==> src/rtl/zoran_nios_mem_loader.sv <==
// Boot-image loader for the Nios on-chip RAM: packs a byte stream into
// little-endian words, writes them from word 0, then re-reads and checksums.
module zoran_nios_mem_loader #(
    parameter int DEPTH  = 5120,
    parameter int ADDR_W = 13
) (
    input  logic              clk,
    input  logic              reset,
    input  logic              start,
    input  logic [ADDR_W-1:0] length_words,
    input  logic              s_valid,
    input  logic [7:0]        s_data,
    output logic              s_ready,
    output logic [ADDR_W-1:0] mem_address,
    output logic [3:0]        mem_byteenable,
    output logic              mem_chipselect,
    output logic              mem_write,
    output logic [31:0]       mem_writedata,
    output logic              mem_clken,
    output logic              mem_reset_req,
    input  logic [31:0]       mem_readdata,
    output logic              busy,
    output logic              done,
    output logic              error,
    output logic [31:0]       checksum
);

    localparam int CW = ADDR_W + 1;
    localparam logic [CW-1:0] DEPTH_C = CW'(DEPTH);

    localparam logic [2:0] S_IDLE   = 3'd0;
    localparam logic [2:0] S_FILL   = 3'd1;
    localparam logic [2:0] S_WRITE  = 3'd2;
    localparam logic [2:0] S_VERIFY = 3'd3;
    localparam logic [2:0] S_DONE   = 3'd4;

    logic [2:0]    state;
    logic [CW-1:0] len;
    logic [CW-1:0] widx;
    logic [CW-1:0] nidx;
    logic [CW-1:0] req_len;
    logic [1:0]    bcnt;
    logic [23:0]   pack;
    logic [31:0]   racc;
    logic [31:0]   racc_next;
    logic          take;

    assign mem_byteenable = 4'hF;
    assign mem_clken      = ~reset;
    assign mem_reset_req  = reset;
    assign take           = s_valid & s_ready;
    assign nidx           = widx + 1'b1;
    assign req_len        = {1'b0, length_words};
    assign racc_next      = racc + mem_readdata;

    always_ff @(posedge clk) begin
        if (reset) begin
            state          <= S_IDLE;
            len            <= '0;
            widx           <= '0;
            bcnt           <= '0;
            pack           <= '0;
            racc           <= '0;
            s_ready        <= 1'b0;
            mem_address    <= '0;
            mem_chipselect <= 1'b0;
            mem_write      <= 1'b0;
            mem_writedata  <= '0;
            busy           <= 1'b0;
            done           <= 1'b0;
            error          <= 1'b0;
            checksum       <= '0;
        end else begin
            done           <= 1'b0;
            mem_chipselect <= 1'b0;
            mem_write      <= 1'b0;
            unique case (state)
                S_IDLE: begin
                    if (start) begin
                        len      <= req_len;
                        error    <= 1'b0;
                        checksum <= '0;
                        widx     <= '0;
                        bcnt     <= '0;
                        busy     <= 1'b1;
                        if (req_len == '0) begin
                            state <= S_DONE;
                            done  <= 1'b1;
                        end else if (req_len > DEPTH_C) begin
                            error <= 1'b1;
                            state <= S_DONE;
                            done  <= 1'b1;
                        end else begin
                            state   <= S_FILL;
                            s_ready <= 1'b1;
                        end
                    end
                end
                S_FILL: begin
                    if (take) begin
                        bcnt <= bcnt + 2'd1;
                        // shifting in from the top leaves byte 0 in [7:0]
                        pack <= {s_data, pack[23:8]};
                        if (bcnt == 2'd3) begin
                            s_ready        <= 1'b0;
                            state          <= S_WRITE;
                            mem_chipselect <= 1'b1;
                            mem_write      <= 1'b1;
                            mem_address    <= widx[ADDR_W-1:0];
                            mem_writedata  <= {s_data, pack};
                        end
                    end
                end
                S_WRITE: begin
                    checksum <= checksum + mem_writedata;
                    if (widx == len - 1'b1) begin
                        state          <= S_VERIFY;
                        widx           <= '0;
                        racc           <= '0;
                        mem_chipselect <= 1'b1;
                        mem_address    <= '0;
                    end else begin
                        widx    <= nidx;
                        state   <= S_FILL;
                        s_ready <= 1'b1;
                    end
                end
                S_VERIFY: begin
                    widx <= nidx;
                    // read data lags its address by one cycle
                    if (widx != '0) racc <= racc_next;
                    if (nidx < len) begin
                        mem_chipselect <= 1'b1;
                        mem_address    <= nidx[ADDR_W-1:0];
                    end
                    if (widx == len) begin
                        if (racc_next != checksum) error <= 1'b1;
                        state <= S_DONE;
                        done  <= 1'b1;
                    end
                end
                S_DONE: begin
                    busy  <= 1'b0;
                    state <= S_IDLE;
                end
                default: state <= S_IDLE;
            endcase
        end
    end

endmodule

==> config.mk <==
export PLATFORM = sky130hd
export DESIGN_NAME = zoran_nios_mem_loader
export DESIGN_NICKNAME = d
export VERILOG_FILES = /design/src/rtl/zoran_nios_mem_loader.sv
export SDC_FILE = /design/constraint.sdc
export NUM_CORES = 1
export LEC_CHECK = 0
export CAP_MARGIN = 20
export CORE_MARGIN = 4
export CORE_UTILIZATION = 51
export CTS_BUF_LIST = sky130_fd_sc_hd__clkbuf_8 sky130_fd_sc_hd__clkbuf_16
export CTS_CLUSTER_SIZE = 40
export DETAILED_ROUTE_END_ITERATION = 10
export PLACE_DENSITY = 0.83
export SLEW_MARGIN = 20
export SYNTH_ARGS = -nofsm -noshare
export SYNTH_HDL_FRONTEND = slang
export SYNTH_SLANG_ARGS = --single-unit
==> constraint.sdc <==
create_clock -name clk -period 4.13 [get_ports clk]
set_input_delay 1.0325 -clock clk [delete_from_list [all_inputs] [get_ports clk]]
set_output_delay 1.0325 -clock clk [all_outputs]
set_load 0.01 [all_outputs]
# --- After elaboration in Yosys (flattened, before gate mapping) ---
# Cells that the tools add are included.
word_totals:
  reg_bits: 171
  output_inout_bits: 89
classes:
  n_addsub: 5
  reduce_logical: 24
  muxes: 48
  n_bitwise: 3
  n_lt_le_gt_ge: 2
  n_eq_ne: 19
ops:
  columns: ["op", "n"]
  rows:
  - ["32-bit case mux with 2 select lines", 2]
  - ["32-bit two-way mux", 3]
  - ["32-bit adder", 2]
  - ["13-bit two-way mux", 4]
  - ["14-bit case mux with 3 select lines", 1]
  - ["13-bit case mux with 3 select lines", 1]
  - ["32-bit inequality test", 1]
  - ["14-bit two-way mux", 2]
  - ["2-bit inequality test, second input constant", 11]
  - ["1-bit two-way mux", 19]
  - ["3-bit two-way mux", 6]
  - ["14-bit by 1-bit adder with 14-bit output, second input constant", 1]
  - ["14-bit by 13-bit == test with 1-bit output", 1]
  - ["14-bit == test", 1]
  - ["14-bit zero test", 1]
  - ["14-bit by 13-bit less-than comparator with 1-bit output", 1]
  - ["14-bit nonzero test", 1]
  - ["13-bit by 1-bit subtractor with 14-bit output, second input constant", 1]
  - ["13-bit > comparator, second input constant", 1]
  - ["3-bit case mux with 4 select lines", 1]
  - ["2-bit AND reduction", 5]
  - ["2-bit nonzero test", 5]
  - ["3-bit AND reduction", 3]
  - ["3-bit nonzero test", 3]
  - ["other kinds (16)", 24]

# --- Logic depth before layout (Yosys ltp) ---
logic_depth:
  ltp_word: 5
  depth_mapped: 16
  ltp_nobuf: 15

# --- Least setup slack after synthesis ---
# OpenSTA, ideal clock, no wires.
synth_path:
  path_kind: "input -> register"
  from: "in mem_readdata[0]"
  to: "reg error"
  path_stages: 13
  setup_slack_ns: 0.157
  t_required_ns: 4.001
  arrival_ns: 3.844
  setup_time_ns: 0.129
  cell_sequence: "ha_1 inv_1 fa_1 nor2b_1 o211ai_1 a21oi_1 o31ai_2 o31a_1 o21a_1 xnor3_1 or4b_1 nor4_1 a31oi_1"
synth_between:
  elab_chain_len: 4
synth_rtl:
  columns: ["element", "line", "text"]
  rows:
  - ["start: declaration", "21", "input logic [31:0] mem_readdata,"]
  - ["32-bit adder", "54", "assign racc_next = racc + mem_readdata;"]
  - ["32-bit inequality test", "137", "if (racc_next != checksum) error <= 1'b1;"]
  - ["2-bit inequality test (no source line)", null, null]
  - ["4-bit AND reduction (no source line)", null, null]
  - ["end signal: assignment", "71", "error <= 1'b0;"]
  - ["end signal: assignment", "81", "error <= 1'b0;"]
  - ["end signal: assignment", "137", null]
  - ["end: declaration", "24", "output logic error,"]
# Every way passes these cells.
# A chain may end at the register's enable or synchronous reset.

# --- Worst setup path in the final report ---
layout_path:
  from: "in mem_readdata[10]"
  to: "reg error"
# Same word-level chain as after synthesis.

==> flow_summary_export.csv <==
group,metric,value,unit
min_path,hp-class,"flip-flop to flip-flop",
die,initial_utilization,51.6,%
setup_path,r2r_end,"checksum[30]$_SDFFE_PP0P_",
flow_run,maxCapViolCount,0,
power,combPwrFrac,26.2,%
die,rows,55,
sta,setup_tns,0,ns
synth,synth.distinct_cells,83,
setup_path,crit_chain,"clkdlybuf4s50_1 -> ha_1 -> o211ai_1 -> buf_4 -> o211ai_1 -> a21o_1 -> o31ai_4 -> o31a_1 -> buf_4 -> a222oi_1 -> or4b_4 -> nor4_4 -> a31oi_1",
sta,worstMarginPinSlew,0.989,ns
status,status,"finished, final reports clean",
setup_path,crit_end,"error$_SDFFE_PP0P_",
power,p_sw,0.00167,W
sta,relSlewSlack,34.1,%
cells_and_area,diodes,0,
placement,io_buffers,141,
global_route,grt_pass1_wl,60600,um
power,swShare,35.6,%
synth,ys_top_cells_by_area,"dfxtp_1 29%, ha_1 8.5%, nand2_1 7.2%",
cells_and_area,fillers,1901,
placement,post-dp-hpwl,28000,um
sta,fmax,246,MHz
route,wirelength,38400,um
sta,drv_slew,0,
synth,syn_avg_cell_area,7.67,sq um
synth,synth_edf_count,0,
setup_path,end_kind,"flip-flop",
die,die_x,159,um
synth,yosysTopAreaCellShare,29.4,%
route,dr.pass1.iters,7,
cts,clkTransAtPathRegs,0.08,ns
placement,place_congestion,1.01,
cts,numCtsBuffers,17,
synth,synth_flop_cell,"dfxtp_1",
power,peakVddDrop,0.000249,V
cts,root_buffer,"clkbuf_16",
cts,cts_sinks,171,
setup_path,startpoint_type,"primary input",
sta,finalCritPeriodShare,98.5,%
route,dr_total_vias,12500,
sta,rsz0062_at_grt,"true",
power,pwr-share-seq,38.4,%
power,powerDensity,317,mW/mm^2
cts,cts-htree-levels,4,
cells_and_area,syn2layout_area_growth,27.5,%
setup_path,r2r-start,"checksum[3]$_SDFFE_PP0P_",
route,drcViolationCount,0,
global_route,grt_overflow,0,
synth,yosysSeqAreaShare,29.4,%
route,wl_per_cell,19.0,um
cts,clockBufferDepth,2,
sta,fin_skew,0.0186,ns
setup_path,crit_path_top_delay_cell,"or4b_4",
setup_path,rr_worst_depth,11,
die,dieHeight,159,um
sta,setup_violations,0,
die,core_area,0.0226,sq mm
synth,ys_ff_latch,171,
setup_path,slowest_delay,0.52,ns
route,drt_iter0_drc,1266,
setup_path,critPathMaxFanout,7,
global_route,grt_max_degree,85,
setup_path,arrival,4.38,ns
global_route,grt_pass1_vias,11700,
synth,syn_inst,1519,
setup_path,reg2reg_slack,0.31,ns
setup_path,critical_path.startpoint,"mem_readdata[10]",
die,io_pins,146,
setup_path,worstPathRequired,4.44,ns
die,die_area,0.0253,sq mm
global_route,grt_usage,28.7,%
cts,cts_tree,"yes",
cts,insertion_delay,0.44,ns
sta,finalWorstPathRequiredPeriod,4.07,ns
synth,synthArstFlopShare,0,%
route,drtAntennaViolNets,0,
power,clkPwrFrac,35.4,%
synth,synth_area,0.0117,sq mm
power,internal_power,0.00303,W
synth,ys.warnings.count,0,
power,leakagePower,6.06,nW
cells_and_area,num-nets-final,1865,
route,vias_per_cell,6.15,
synth,yosys.area.top_type,"dfxtp_1",
global_route,antenna_found_initial,0,
power,p_total,0.00471,W
setup_path,criticalPathCategory,"primary input to flip-flop",
sta,finalHoldViolations,0,
cells_and_area,post_route_cells_drive_above_1_share,12.9,%
[worst min-delay path by stage]
stage | start | to | slack, ns | cells after the start
after floorplan | pack[0]$_SDFFE_PP0P_ | mem_writedata[0]$_SDFFE_PP0P_ | 0.43 | 2
after global placement | pack[0]$_SDFFE_PP0P_ | mem_writedata[0]$_SDFFE_PP0P_ | 0.44 | 2
after detailed placement | pack[7]$_SDFFE_PP0P_ | mem_writedata[7]$_SDFFE_PP0P_ | 0.44 | 2
after CTS | pack[1]$_SDFFE_PP0P_ | mem_writedata[1]$_SDFFE_PP0P_ | 0.46 | 2
after global routing | pack[2]$_SDFFE_PP0P_ | mem_writedata[2]$_SDFFE_PP0P_ | 0.47 | 2
final | pack[2]$_SDFFE_PP0P_ | pack[2]$_SDFFE_PP0P_ | 0.46 | 2
[sequential cells by signal, summed over array words and instances, names as in the netlist]
register	count
len	13
mem_address	13
bcnt	2
s_ready	1
mem_writedata	32
done	1
state	3
error	1
racc	32
mem_write	1
widx	14
mem_chipselect	1
checksum	32
busy	1
pack	24
[logic make-up (layout without fill, tap and decap cells)]
group / count (synthesis) / in the layout / share of synthesized area [%]
xor+xnor: 115 / 115 / 9.12
mux: 6 / 6 / 0.515
fa+ha+maj: 81 / 81 / 8.83
simple gates: 569 / 569 / 22.7
flops: 171 / 171 / 29.4
other cells: 1 / 4 / 0.0322
compound gates: 433 / 433 / 24.4
buf+inv: 143 / 361 / 5.03
[cell usage after synthesis (all sizes together), types with 5 or more instances]
master   number
nand2       222
dfxtp       171
a21oi       162
nor2        145
clkbuf       87
ha           79
xnor2        71
nand3        54
o21ai        54
a22oi        49
xor2         40
inv          39
a21o         31
a211oi       26
nand4        20
nor3         19
buf          17
o21a         15
and3         14
nor2b        14
nor4         13
o211ai       12
a31oi        11
nand2b       11
o31ai        10
or4           9
and2          8
a2111oi       7
nor3b         7
or3           7
a211o         6
mux2i         6
nor4b         6
or2           5
[layout by cell type (no fill, tap or decap), types with 10 or more instances in the layout]
master and n:
nand4_1 20, o21ai_0 46, nor3_1 18, o211ai_1 12, dfxtp_1 171, nand2_1 222, o21a_1 15, nor2b_1 13
a22oi_1 49, buf_4 149, a21o_1 31, nor2_1 144, and3_1 14, a21oi_1 161, ha_1 78, xor2_1 40
a211oi_2 10, nand3_1 54, nand2b_1 11, inv_1 37, clkbuf_16 17, a211oi_1 16, a31oi_1 11, xnor2_1 71
clkdlybuf4s50_1 138
[final cells by class]
type	instances	area, sq um	share of cell area, %
inverter	39	146	0.985
timing repair buffer	290	2540	17.1
clock buffer	17	425	2.86
clock inverter	15	189	1.27
tap	285	357	2.40
multi-input combinational	1208	7770	52.3
sequential	171	3420	23.0
[critical path, delay by kind of cell]
kind                     cells  cell delay [ns]
buffers and inverters        3             0.76
AND/OR/NAND/NOR              2             0.66
adder cells (fa/ha/maj)      1             0.46
AO/OA/AOI/OAI                7             1.48
[what timing repair did]
item,4_1_cts,5_1_grt
resized for setup,10,16
setup endpoints to repair,1,3
buffers inserted,2,0
hold buffers,0,0
cloned,0,0
pin swaps,3,14
[power by group through the flow]
stage | Sequential, W | Clock (W) | Combinational (W)
6_report | 0.00181 | 0.00167 | 0.00123
5_1_grt | 0.00181 | 0.00175 | 0.00133
4_1_cts | 0.00180 | 0.00168 | 0.00120
3_5_place_dp | 0.00184 | 0 | 0.00118
3_3_place_gp | 0.00184 | 0 | 0.00115
2_1_floorplan | 0.00181 | 0 | 0.000777
[per-layer routing]
layer | up-vias | wire length, um | GRT usage [%]
li1 | 5847 | - | -
met1 | 5865 | 16500 | 39.5
met2 | 643 | 17200 | 45.3
met3 | 107 | 3440 | 5.02
met4 | 0 | 1250 | 10.5
met5 | - | 0 | 0
[through the flow]
| stage | setup WS (ns) | instance area (sq um) | std cells | utilization [%] | hold WS, ns |
|---|---|---|---|---|---|
| 6_report | 0.0608 | 14900 | 2025 | 65.8 | 0.459 |
| 5_1_grt | -0.0949 | 14900 | 2025 | 65.8 | 0.468 |
| 4_1_cts | 0.00442 | 14800 | 2025 | 65.6 | 0.457 |
| 3_5_place_dp | -0.556 | 14100 | 1991 | 62.5 | 0.442 |
| 3_3_place_gp | -0.505 | 14100 | 1991 | 62.5 | 0.438 |
| 2_1_floorplan | 0.157 | 11700 | 1522 | - | 0.432 |
No activity file was read; power rests on OpenSTA's default activity.
